$ cat src/rtl/cascade_timer_pkg.sv
// Shared constants and helpers for the cascade_timer hierarchy.
package cascade_timer_pkg;

  localparam int unsigned DEF_SEC_MOD = 60;
  localparam int unsigned DEF_MIN_MOD = 60;
  localparam int unsigned DEF_HR_MOD  = 24;

  localparam logic DIR_UP   = 1'b1;
  localparam logic DIR_DOWN = 1'b0;

  // Saturate an out-of-range stage value to the largest legal value.
  function automatic int unsigned clamp(input int unsigned val, input int unsigned modulus);
    return (val >= modulus) ? modulus - 1 : val;
  endfunction

endpackage

$ cat src/rtl/cascade_timer_mod_stage.sv
// One modulo-MOD up/down counter stage; wrap flags a step that crosses the terminal value.
module mod_stage
  import cascade_timer_pkg::*;
#(
  parameter int WIDTH = 8,
  parameter int MOD   = DEF_SEC_MOD
) (
  input  logic             clk,
  input  logic             rst_n,
  input  logic             step,
  input  logic             dir,
  input  logic             clr,
  input  logic             load,
  input  logic [WIDTH-1:0] ld_val,
  output logic [WIDTH-1:0] value,
  output logic             wrap
);

  localparam logic [WIDTH-1:0] TOP = WIDTH'(MOD - 1);

  if ((MOD < 2) || (longint'(MOD) > (longint'(1) << WIDTH))) begin : g_bad_mod
    $error("mod_stage: MOD must lie in [2, 2**WIDTH]");
  end

  logic [WIDTH-1:0] value_q, value_d;
  logic             at_end;

  always_comb begin
    at_end  = (dir == DIR_UP) ? (value_q == TOP) : (value_q == '0);
    wrap    = step & at_end;
    value_d = value_q;
    if (clr) begin
      value_d = '0;
    end else if (load) begin
      value_d = WIDTH'(clamp(32'(ld_val), MOD));
    end else if (step) begin
      if (dir == DIR_UP) value_d = at_end ? '0  : value_q + 1'b1;
      else               value_d = at_end ? TOP : value_q - 1'b1;
    end
  end

  always_ff @(posedge clk or negedge rst_n) begin
    if (!rst_n) value_q <= '0;
    else        value_q <= value_d;
  end

  assign value = value_q;

endmodule

$ cat src/rtl/cascade_timer.sv
// Three-stage sec/min/hr up/down cascade timer with registered wrap pulses.
// Define CASCADE_TIMER_ALARM_EN to build in the sticky compare alarm.
module cascade_timer
  import cascade_timer_pkg::*;
#(
  parameter int WIDTH   = 8,
  parameter int SEC_MOD = DEF_SEC_MOD,
  parameter int MIN_MOD = DEF_MIN_MOD,
  parameter int HR_MOD  = DEF_HR_MOD
) (
  input  logic             clk,
  input  logic             rst_n,
  input  logic             en,
  input  logic             clr,
  input  logic             dir,
  input  logic             load,
  input  logic [WIDTH-1:0] ld_sec,
  input  logic [WIDTH-1:0] ld_min,
  input  logic [WIDTH-1:0] ld_hr,
  output logic [WIDTH-1:0] sec,
  output logic [WIDTH-1:0] min,
  output logic [WIDTH-1:0] hr,
  output logic             carry_min,
  output logic             carry_hr,
  output logic             rollover
`ifdef CASCADE_TIMER_ALARM_EN
 ,input  logic             alm_wr,
  input  logic [WIDTH-1:0] alm_sec,
  input  logic [WIDTH-1:0] alm_min,
  input  logic [WIDTH-1:0] alm_hr,
  input  logic             alm_ack,
  output logic             alarm
`endif
);

  logic wrap_sec, wrap_min, wrap_hr;
  logic step_min, step_hr;
  logic count_ok;
  logic carry_min_q, carry_hr_q, rollover_q;

  assign step_min = en & wrap_sec;
  assign step_hr  = en & wrap_sec & wrap_min;
  assign count_ok = en & ~clr & ~load;

  mod_stage #(.WIDTH(WIDTH), .MOD(SEC_MOD)) u_sec (
    .clk(clk), .rst_n(rst_n), .step(en), .dir(dir), .clr(clr), .load(load),
    .ld_val(ld_sec), .value(sec), .wrap(wrap_sec)
  );

  mod_stage #(.WIDTH(WIDTH), .MOD(MIN_MOD)) u_min (
    .clk(clk), .rst_n(rst_n), .step(step_min), .dir(dir), .clr(clr), .load(load),
    .ld_val(ld_min), .value(min), .wrap(wrap_min)
  );

  mod_stage #(.WIDTH(WIDTH), .MOD(HR_MOD)) u_hr (
    .clk(clk), .rst_n(rst_n), .step(step_hr), .dir(dir), .clr(clr), .load(load),
    .ld_val(ld_hr), .value(hr), .wrap(wrap_hr)
  );

  // Stage wraps are only meaningful when the count actually advanced.
  always_ff @(posedge clk or negedge rst_n) begin
    if (!rst_n) begin
      carry_min_q <= 1'b0;
      carry_hr_q  <= 1'b0;
      rollover_q  <= 1'b0;
    end else begin
      carry_min_q <= count_ok & wrap_sec;
      carry_hr_q  <= count_ok & wrap_min;
      rollover_q  <= count_ok & wrap_hr;
    end
  end

  assign carry_min = carry_min_q;
  assign carry_hr  = carry_hr_q;
  assign rollover  = rollover_q;

`ifdef CASCADE_TIMER_ALARM_EN
  logic [WIDTH-1:0] alm_sec_q, alm_min_q, alm_hr_q;
  logic             upd_q, alarm_q, hit;

  // upd_q marks that the values now visible came from a count or load edge.
  assign hit = upd_q & (sec == alm_sec_q) & (min == alm_min_q) & (hr == alm_hr_q);

  always_ff @(posedge clk or negedge rst_n) begin
    if (!rst_n) begin
      alm_sec_q <= '0;
      alm_min_q <= '0;
      alm_hr_q  <= '0;
      upd_q     <= 1'b0;
      alarm_q   <= 1'b0;
    end else begin
      upd_q <= ~clr & (load | en);
      if (alm_wr) begin
        alm_sec_q <= WIDTH'(clamp(32'(alm_sec), SEC_MOD));
        alm_min_q <= WIDTH'(clamp(32'(alm_min), MIN_MOD));
        alm_hr_q  <= WIDTH'(clamp(32'(alm_hr),  HR_MOD));
      end
      if (clr)          alarm_q <= 1'b0;
      else if (hit)     alarm_q <= 1'b1;
      else if (alm_ack) alarm_q <= 1'b0;
    end
  end

  assign alarm = alarm_q;
`endif

endmodule

$ cat config.mk
export PLATFORM = sky130hd
export DESIGN_NAME = cascade_timer
export DESIGN_NICKNAME = d
export VERILOG_FILES = /design/src/rtl/cascade_timer_pkg.sv /design/src/rtl/cascade_timer_mod_stage.sv /design/src/rtl/cascade_timer.sv
export SDC_FILE = /design/constraint.sdc
export NUM_CORES = 1
export LEC_CHECK = 0
export CAP_MARGIN = 0
export CORE_MARGIN = 4
export CORE_UTILIZATION = 36
export CTS_BUF_LIST = sky130_fd_sc_hd__clkbuf_16
export DETAILED_ROUTE_END_ITERATION = 16
export GPL_ROUTABILITY_DRIVEN = 1
export PLACE_DENSITY = 0.56
export SKIP_LAST_GASP = 1
export SYNTH_ARGS = -nofsm -noshare
export SYNTH_HDL_FRONTEND = slang
export SYNTH_SLANG_ARGS = --single-unit
$ cat constraint.sdc
create_clock -name clk -period 4.2 [get_ports clk]
set_clock_uncertainty 0.15 [all_clocks]
set_input_delay 0.84 -clock clk [delete_from_list [all_inputs] [get_ports clk]]
set_output_delay 0.84 -clock clk [all_outputs]
set_load 0.03 [all_outputs]
-- Word level (Yosys, flattened, before mapping)
Cells that the tools add are included.
- register bits: 27
- output and inout bits: 27
- equality and inequality tests: 3
- bitwise gates (word level): 12
- add/subtract/negate cells: 6
- order comparisons: 3
- reductions and logical operators: 6
- multiplexer cells: 24
- operator list (cell ; number):
    $mux W8 ; 21
    $add A8 B1 Y8 const B ; 3
    $logic_not A8 Y1 ; 3
    $sub A8 B1 Y8 const B ; 3
    $eq A8 B6 Y1 const B ; 2
    $ge A8 B6 Y1 const B ; 2
    $and A1 B1 Y1 ; 10
    $reduce_bool A3 Y1 ; 3
    $eq A8 B5 Y1 const B ; 1
    $ge A8 B5 Y1 const B ; 1
    $mux W1 ; 3
    $not A1 Y1 ; 2

-- Longest topological paths before layout
- depth after elaboration: 9
- gate-level depth with buffers: 8
- depth with buffers taken out: 7

-- Cells and area by module
A second synthesis with hierarchy kept.
- cell total of the unflattened synthesis: 328
- area, all modules: 2707.6 sq um
- by module, submodules not included (module ; area each (sq um) ; cells each ; instances ; seq. area each (sq um)):
    mod_stage (u_min ...) ; 890.9 ; 110 ; 2 ; 200.2
    mod_stage (u_hr) ; 800.8 ; 100 ; 1 ; 200.2
    cascade_timer ; 125.1 ; 8 ; 1 ; 75.1

-- Least setup slack after synthesis
Ideal clock, no wire load.
- path kind: in2reg
- start point: in dir
- end point: reg u_hr.value_q[4], in the netlist u_hr.value[4]
- cell stages on the path: 7
- data arrival time: 2.280 ns
- setup time: 0.095 ns
- setup slack: 1.675 ns
- path through: buf_2 nor3_2 a32o_1 buf_4 nand4_2 a211o_1 o31ai_1
- cells in the longest elaborated chain, start to end: 6
- elaborated cells on any way between the ends: 14
- classes of those cells: mux: 9; bitwise: 4; reduce/logical: 1
- RTL lines (item ; line ; text):
    start: declaration ; cascade_timer.sv:15 ; input logic dir,
    $mux W1 ; cascade_timer_mod_stage.sv:29 ; at_end = (dir == DIR_UP) ? (value_q == TOP) : (value_q == '0);
    $and A1 B1 Y1 (tied with other cells) ; cascade_timer_mod_stage.sv:30 ; wrap = step & at_end;
    $and A1 B1 Y1 or $mux W8 (tied branches) ; cascade_timer.sv:41, cascade_timer.sv:42, cascade_timer_mod_stage.sv:37 ;
    $and A1 B1 Y1 or $mux W8 (tied branches) ; cascade_timer_mod_stage.sv:30, cascade_timer_mod_stage.sv:36 ;
    $and A1 B1 Y1 or $mux W8 (tied branches) ; cascade_timer.sv:42, cascade_timer_mod_stage.sv:34 ;
    $reduce_bool A3 Y1 (no source line) or $mux W8 (tied branches) ; n/a ;
    end signal: assignment ; cascade_timer_mod_stage.sv:44 ; else value_q <= value_d;
    end: declaration ; cascade_timer_mod_stage.sv:25 ; logic [WIDTH-1:0] value_q, value_d;
Parallel ways exist; a longest one is shown, timed or not. The select of a mux whose other input is x is not followed.
A chain may end at the register's enable or synchronous reset.

-- Worst setup path in the final report
Ends and elaborated chain as after synthesis.

==> summary by stage <==
Critical path
The maximum net fanout on the critical path is 12. The highest cell delay on the worst timing path is 0.68 ns. The type of element capturing the critical path is a flip-flop.

The largest individual stage delay along the critical path comes from the cell sky130_fd_sc_hd__clkdlybuf4s50_1. The kind of start point of the critical path is a primary input. The number of buffers and inverters on the critical path is 1. Walking the worst path, the cells encountered are clkdlybuf4s50_1 -> nor3_2 -> a32o_1 -> nand4_2 -> a211o_1 -> o31ai_1. The critical path class is primary input to flip-flop.

At the worst endpoint, the arrival time is 3.34 ns. The required arrival time at the worst endpoint is 4.21 ns. The critical path's top delay family is compound AO/OA/AOI/OAI gates.

Logic synthesis
The average size of a mapped cell is 7.985 µm². The count of cell types in the netlist is 67. The total number of yosys warnings is 0. For this run, the leading register cell type out of synthesis is sky130_fd_sc_hd__dfrtp_1. The synthesized instance count is 317. The sequential-to-total area share from yosys stat is 0.2669. The mapped cell area is 2531 µm². In the post-synthesis netlist, the biggest area contributors are sky130_fd_sc_hd__dfrtp_1, sky130_fd_sc_hd__nor2_1, sky130_fd_sc_hd__ha_1.

In the synthesized netlist the async set-or-reset flop fraction comes to 1.000. Yosys mapped a number of flops with a built-in enable equal to 0. Of the post-synthesis cell area, the dominant cell type holds 0.2669. Of all cell types, the one taking the most synthesized area is sky130_fd_sc_hd__dfrtp_1. In the synthesized netlist, the cells that appear most often are sky130_fd_sc_hd__nor2_1, sky130_fd_sc_hd__dfrtp_1, sky130_fd_sc_hd__nand2_1. The count of state elements after synthesis is 27. The cell with the most instances after synthesis is sky130_fd_sc_hd__nor2_1. Counting every net in the synthesized netlist gives 356.

Layout
0 antenna diodes ended up in the layout. Summing all flip-flop and latch instances after layout gives 675.6 µm². The share of final-layout standard cells stronger than drive strength 1 is 0.06336. The summed area of non-filler cells in the final layout is 3248 µm². The count of fill cells added during filler insertion is 687.

The combined area of the multi-input logic cells is 1700 µm². The share of the core filled with cells in the final layout is 0.4781. For this run, the post-layout net count is 403. The area growth from synthesis to layout is 28.32%.

Clocking
Clock-pin slew was measured on the worst setup and hold paths at 0.07 ns. At the later pin of the worst-skew pair, clock insertion delay measures 0.26 ns. The CTS tree is yes. CTS placed an instance of sky130_fd_sc_hd__clkbuf_16 at the clock tree root. CTS built an H-tree with a depth of 1. The number of clock buffers added by TritonCTS is 3. The number of hold buffers added after cts is 0. Post-CTS timing repair inserted 0 buffers for setup. The worst-case clock buffer depth is 2. Clock tree synthesis found a total of 27 sinks.

After clock tree synthesis, the repair step resized 0 gates.

Pwr
The leakage power of the design is 1.239 nW. For this design the ratio of total power to cell area is 275.5 nW/µm². VDD sags by at most 0.0001495 V.

Die
The initial core utilization is 0.3726. After floorplanning, the core was divided into 30 placement rows. The area of the placeable core is 6794 µm². The die covers 8436 µm². The count of boundary I/O pins is 57.

From bottom edge to top edge, the die measures 91.85 µm. The die is 91.85 µm wide.

Placed design
In this run the tool buffered the top-level ports with 56 buffer cells. The placer congestion estimate is 0.8542. Summing all placed instances gives a cell area of 3169 µm². OpenSTA, run right after detailed placement, puts the worst setup slack at 0.6287 ns. The total half-perimeter wirelength after legalization and detailed placement is 6.163 mm.

Detailed routing
After detailed routing, the number of remaining DRC violations is 0. The final wirelength is 8.264 mm. The first routing iteration left 119 violations. In the final routed layout, each cell accounts on average for 18.00 µm.

The via count of the routed design is 2,664. The count of nets left with antenna violations once routing finished came out at 0. The detailed-routing iteration count for the pre-antenna-repair pass is 4. The number of vias per cell is 5.804.

STA
After layout, the worst setup slack is 0.8726 ns. The top achievable clock speed is 300.5 MHz. The number of hold-slack violations in the final timing report is 0. The relative max-transition margin is 0.5007. The final period utilization is 0.7922. The number of max-slew violations in the final report is 0. For the pin with the worst max-slew slack, the measured transition is 0.7463 ns. Setup violations remaining at the end of the flow were counted as 0.

Setup repair after global routing left no endpoint under its margin. The clock period minus worst slack is 3.327 ns. The worst-case hold slack is 0.4258 ns. The setup total negative slack is 0 ns.

Global routing
Entering global routing, the biggest net connects 28 pins. The initial antenna violation count came to 0. Across every metal layer, demand over resource in global routing totals 0.1958. The first-pass GRT wire length is 13.57 mm. After global routing the overflow that remains totals 0. The number of global-route vias before repair is 2,616.

Run
Across the run, the number of max-cap violations was 0.

Hold path
The class of the tightest hold or removal check is flip-flop to flip-flop.

Outcome
The flow ran to the end, and the final reports show no timing, DRC or antenna violations.
## layer usage
layer,vias to the layer above,global-route usage,share of wire
met5,-,0,0
met4,0,0.05941,0.016
met3,10,0.02953,0.051
met2,89,0.3060,0.45
met1,1268,0.2776,0.48
li1,1297,-,-
## state kept, by name, summed over array words and instances, names as in the netlist
signal       flops
carry_hr         1
u_sec.value      8
u_min.value      8
rollover         1
carry_min        1
u_hr.value       8
## path summary, 6_finish.rpt
path,from,endpoint,slack [ns],depth (start not counted)
worst max-delay path,dir,u_hr.value[4]$_DFFE_PN0P_,0.87,6
max in group asynchronous,rst_n,u_min.value[4]$_DFFE_PN0P_,2.80,2
worst min register to register,u_min.value[7]$_DFFE_PN0P_,u_min.value[7]$_DFFE_PN0P_,0.43,2
worst max register to register,u_sec.value[1]$_DFFE_PN0P_,u_hr.value[4]$_DFFE_PN0P_,1.63,6
worst min-delay path,u_min.value[7]$_DFFE_PN0P_,u_min.value[7]$_DFFE_PN0P_,0.43,2
min in group asynchronous,rst_n,u_hr.value[6]$_DFFE_PN0P_,0.81,2
## report_power, final
part	switching (W)	internal, W
Clock	0.0000959	0.000128
Sequential	0.0000543	0.000278
Combinational	0.000185	0.000154
Total	0.000335	0.000560
## logic make-up (layout without fill, tap and decap cells)
family / Yosys count / after routing / synth area share
compound gates: 98 / 98 / 0.2912
xor+xnor: 8 / 8 / 0.02768
fa+ha+maj: 9 / 9 / 0.04449
buf+inv: 37 / 83 / 0.06130
flops: 27 / 27 / 0.2669
mux: 7 / 7 / 0.02768
simple gates: 131 / 131 / 0.2808
## layout by cell type, fill, tap and decap left out, types with 6 or more instances in the layout
cell type                         instances
sky130_fd_sc_hd__mux2i_1                  7
sky130_fd_sc_hd__nor2_1                  34
sky130_fd_sc_hd__dfrtp_1                 27
sky130_fd_sc_hd__ha_1                     9
sky130_fd_sc_hd__nand4_1                  7
sky130_fd_sc_hd__o31ai_1                  7
sky130_fd_sc_hd__xnor2_1                  8
sky130_fd_sc_hd__nand2_1                 24
sky130_fd_sc_hd__buf_4                    7
sky130_fd_sc_hd__a21oi_1                 16
sky130_fd_sc_hd__nand3_1                 14
sky130_fd_sc_hd__nor3_1                   7
sky130_fd_sc_hd__and3_1                   6
sky130_fd_sc_hd__clkdlybuf4s50_1         56
sky130_fd_sc_hd__inv_1                   17
sky130_fd_sc_hd__o21ai_0                 13
## worst register-to-register path, delay by kind of cell (launching register included)
| family | cells | cell delay [ns] |
|---|---|---|
| flops | 1 | 0.56 |
| compound gates | 3 | 1.04 |
| fa+ha+maj | 1 | 0.24 |
| simple gates | 2 | 0.50 |
## area by class of cell
type	count	area share
Inverter	16	0.01849
Multi-Input combinational cell	253	0.5235
Timing Repair Buffer	63	0.1888
Sequential cell	27	0.2080
Tap cell	96	0.03698
Clock buffer	3	0.02311
Clock inverter	1	0.001156
## per-stage QoR
step | power (W) | instances
after global routing | 0.0009482 | 459
final | 0.0008949 | 459
after global placement | 0.0006756 | 455
after floorplan | 0.0005456 | 317
after detailed placement | 0.0006734 | 455
after CTS | 0.0009011 | 459
(Power assumes the default switching activity.)
